$ cat src/rtl/one_four_demux.sv
`default_nettype none
// ============================================================================
// Module   : one_four_demux
// Brief    : Registered 1-to-4 demultiplexer with per-channel valid strobes
//            and saturating transfer counters.
// Revision : 1.0 - initial release
// ============================================================================
module one_four_demux #(
    parameter int WIDTH      = 3,
    parameter int CNT_W      = 8,
    parameter int HOLD_UNSEL = 0
) (
    input  logic             clk,
    input  logic             rst,
    input  logic [WIDTH-1:0] in,
    input  logic [1:0]       sel,
    input  logic             in_valid,
    input  logic             cnt_clr,
    output logic [WIDTH-1:0] a,
    output logic [WIDTH-1:0] b,
    output logic [WIDTH-1:0] c,
    output logic [WIDTH-1:0] d,
    output logic [3:0]       out_valid,
    output logic [CNT_W-1:0] cnt_a,
    output logic [CNT_W-1:0] cnt_b,
    output logic [CNT_W-1:0] cnt_c,
    output logic [CNT_W-1:0] cnt_d
);

    localparam logic [CNT_W-1:0] c_cnt_max = '1;

    logic [WIDTH-1:0] r_data [4];
    logic [CNT_W-1:0] r_cnt  [4];
    logic [3:0]       r_valid;
    logic [3:0]       w_sel_hot;

    // One-hot of the channel taking a transfer this cycle; zero when idle.
    always_comb begin
        w_sel_hot = 4'b0000;
        if (in_valid) begin
            w_sel_hot = 4'b0001 << sel;
        end
    end

    always_ff @(posedge clk) begin
        if (rst) begin
            r_valid <= 4'b0000;
            for (int k = 0; k < 4; k++) begin
                r_data[k] <= '0;
                r_cnt[k]  <= '0;
            end
        end else begin
            r_valid <= w_sel_hot;
            for (int k = 0; k < 4; k++) begin
                if (w_sel_hot[k]) begin
                    r_data[k] <= in;
                end else if (in_valid && (HOLD_UNSEL == 0)) begin
                    r_data[k] <= '0;
                end

                // Clear beats a same-cycle increment; saturate instead of wrap.
                if (cnt_clr) begin
                    r_cnt[k] <= '0;
                end else if (w_sel_hot[k] && (r_cnt[k] != c_cnt_max)) begin
                    r_cnt[k] <= r_cnt[k] + 1'b1;
                end
            end
        end
    end

    assign a         = r_data[0];
    assign b         = r_data[1];
    assign c         = r_data[2];
    assign d         = r_data[3];
    assign out_valid = r_valid;
    assign cnt_a     = r_cnt[0];
    assign cnt_b     = r_cnt[1];
    assign cnt_c     = r_cnt[2];
    assign cnt_d     = r_cnt[3];

endmodule
`default_nettype wire

$ cat config.mk
export PLATFORM = sky130hd
export DESIGN_NAME = one_four_demux
export DESIGN_NICKNAME = d
export VERILOG_FILES = /design/src/rtl/one_four_demux.sv
export SDC_FILE = /design/constraint.sdc
export NUM_CORES = 1
export LEC_CHECK = 0
export ABC_CLOCK_PERIOD_IN_PS = 4100
export CAP_MARGIN = 5
export CORE_MARGIN = 2
export CORE_UTILIZATION = 53
export DETAILED_ROUTE_END_ITERATION = 8
export PLACE_DENSITY = 0.85
export SYNTH_ARGS = -nofsm -noshare
export SYNTH_HDL_FRONTEND = slang
export SYNTH_SLANG_ARGS = --single-unit
export TNS_END_PERCENT = 30
$ cat constraint.sdc
create_clock -name clk -period 4.1 [get_ports clk]
set_input_delay 0.41 -clock clk [delete_from_list [all_inputs] [get_ports clk]]
set_output_delay 0.41 -clock clk [all_outputs]
set_load 0.01 [all_outputs]
==> flow_metrics.tcl <==
set metrics [dict create \
    status "complete, no violations" \
    nNetsFinal 277 \
    fin_util_pct 71.2 \
    synthSimpleGateAreaFrac_pct 22.4 \
    clk_transition_reported_paths_ns 0.08 \
    clk_latency_ns 0.30 \
    crit_family "compound AO/OA/AOI/OAI gates" \
    cp_num_buf_inv 1 \
    cts_setup_buffers 0 \
    ant_nets 0 \
    ys_ff_latch 48 \
    netlist.area_leader.share_pct 57.1 \
    drtPass1Iterations 4 \
    root_buffer "clkbuf_8" \
    grt_usage_pct 20.8 \
    synth_cell_types 38 \
    hold_start "r_cnt[3][0]" \
    instances_no_fill 316 \
    syn_inst 202 \
    synth-compound-area-share_pct 9.52 \
    cts_hold_buf 0 \
    synth_nets 215 \
    cts_buffers 5 \
    yosys.area.top_type "edfxtp_1" \
    n_antenna_cell 0 \
    drt-total-wl_mm 4.78 \
    rsz0062_at_grt "no" \
    die_w_um 70.1 \
    multi_input_area_um2 886 \
    yosys-top-cells-area "edfxtp_1 (57%), and2_1 (3.5%), dfxtp_1 (3.5%)" \
    drt_iter0_markers 150 \
    final-setup-viol-count 0 \
    grt-ovfl-total 0 \
    period_minus_slack_ns 2.59 \
    path_class "in2reg" \
    die_h_um 70.1 \
    drive_above_1_share_pct 5.68 \
    initial_core_util_pct 54.3 \
    num_rows 24 \
    cp.required_ns 4.03 \
    hp-class "reg2reg" \
    tightest_slew_ns 1.24 \
    final_common_cell "clkdlybuf4s50_1" \
    htreeDepth 2 \
    yosysWarnings 0 \
    synthMuxAreaShare_pct 0 \
    grt_max_degree 14 \
    syn-cell-area_mm2 0.00231 \
    via_per_inst 5.72 \
    clkSinkCount 48 \
    dp_hpwl_mm 3.50 \
    synthToLayoutAreaGrowth_pct 31.2 \
    dp_cells 309 \
    worstReg2RegStart "r_cnt[1][0]" \
    reg2reg_setup_slack_ns 1.75 \
    hold_depth 1 \
    crit_path_end_kind "register" \
    whs_endpoint "r_cnt[3][0]" \
    wl_per_cell_um 15.1 \
    fin_setup_tns_ns 0 \
    synth_xor_area_share_pct 4.16 \
    place_congestion 0.824 \
    avgSynthCellArea_um2 11.5 \
    fin_skew_ns 0.00246 \
    start_kind "input port" \
    antenna_found_initial 0 \
    grt_pass1_vias 1691 \
    ctsResizeCount 0 \
    reg2reg_depth 4 \
    worstReg2RegEnd "r_cnt[1][1]" \
    powerDensity_mw_per_mm2 327 \
    path_cells "clkdlybuf4s50_1, nor3b_2, nand3b_2, o21ai_0" \
    final_cell_mix "clkdlybuf4s50_1 (56), edfxtp_1 (44), nor2_1 (20), nand2_1 (17), nand3_1 (15)" \
    leakagePower_nw 1.04 \
    post_dp_cell_area_mm2 0.00294 \
    path_depth 4 \
    ios 57 \
    seq_area_mm2 0.00140 \
    grt_pass1_wl_mm 8.05 \
    cp_max_fo 9 \
    via_count 1807 \
    synth-edff-count 44 \
    slowest_stage "o21ai_0" \
    fmax_mhz 387 \
    portBuffers 56 \
    synth_top_family_by_area "simple AND/OR/NAND/NOR gates" \
    drv_slew 0 \
    cap_violations 0 \
    drc 0 \
    slowest_delay_ns 0.90 \
    hold_violations 0 \
    cts_buffer_depth 2 \
    total_power_mw 0.992 \
    ir_drop_uv 208 \
    fin_area_mm2 0.00304 \
    core_area_mm2 0.00426 \
    yosysSeqAreaShare_pct 60.6 \
    dieArea_mm2 0.00491 \
    arrival_ns 2.51 \
    cts_tree "done" \
    async_flop_share_pct 0 \
    ys.flop_type "edfxtp_1" \
    yosys.area_share.adder_pct 2.16 \
    fillers 291 \
    relSlewSlack_pct 16.9 \
    fin_crit_sh_pct 63.1 \
]
-- Yosys cell counts (all sizes together) (2+ instances only) --
cell,count
nor3b,4
nand2b,2
o211ai,3
edfxtp,44
nor2,20
and2,13
clkbuf,2
xnor2,4
nand4,4
o21ai,7
dfxtp,4
or3,5
a21oi,12
xor2,7
or4,2
or2,2
nand2,17
inv,5
nor3,6
nor2b,2
nand3,15
o31ai,3
a31oi,2
and3,2
a311oi,2
and4,2
ha,4
-- layout make-up --
class | instances | area share [%]
tap | 52 | 2.14
multi-input combinational | 147 | 29.2
timing repair buffer | 57 | 18.7
sequential | 48 | 46.2
inverter | 5 | 0.618
clock buffer | 7 | 3.17
-- per-layer routing --
metal,wire length (um),GRT usage [%],vias up
met1,2060,26.6,851
met2,2370,34.6,64
met3,268,4.18,9
met4,91,8.76,0
li1,-,-,883
met5,0,0,-
-- cells by family (layout without fill, tap and decap cells) --
logic type	Yosys count	in the layout
XOR/XNOR	11	11
buffers and inverters	7	69
AND/OR/NAND/NOR	97	97
flip-flops	48	48
adder cells (fa/ha/maj)	4	4
AO/OA/AOI/OAI	35	35
-- how the worst max path moves through the flow --
| stage | from | end |
|---|---|---|
| 2_1_floorplan | r_cnt[0][0] | r_cnt[0][0] |
| 3_3_place_gp | in_valid | r_cnt[2][7] |
| 3_5_place_dp | rst | r_cnt[2][0] |
| 4_1_cts | rst | r_cnt[2][5] |
| 5_1_grt | rst | r_cnt[2][6] |
| 6_report | rst | r_cnt[2][1] |
-- registers in the layout, summed over array words and instances, names as in the netlist --
name       flops
out_valid      4
r_cnt         32
r_data        12
-- power breakdown --
part	internal (mW)	switching, mW	total (mW)
combinational	0.0601	0.0488	0.109
sequential	0.558	0.0260	0.584
clock	0.150	0.148	0.299
total	0.769	0.223	0.992
-- per-stage QoR --
stage,hold slack [ns],setup WS (ns)
after floorplan,0.509,1.88
after global placement,0.648,1.29
after detailed placement,0.644,1.19
after CTS,0.660,1.53
after global routing,0.696,1.30
final,0.658,1.51
No activity file was read; power rests on OpenSTA's default activity.
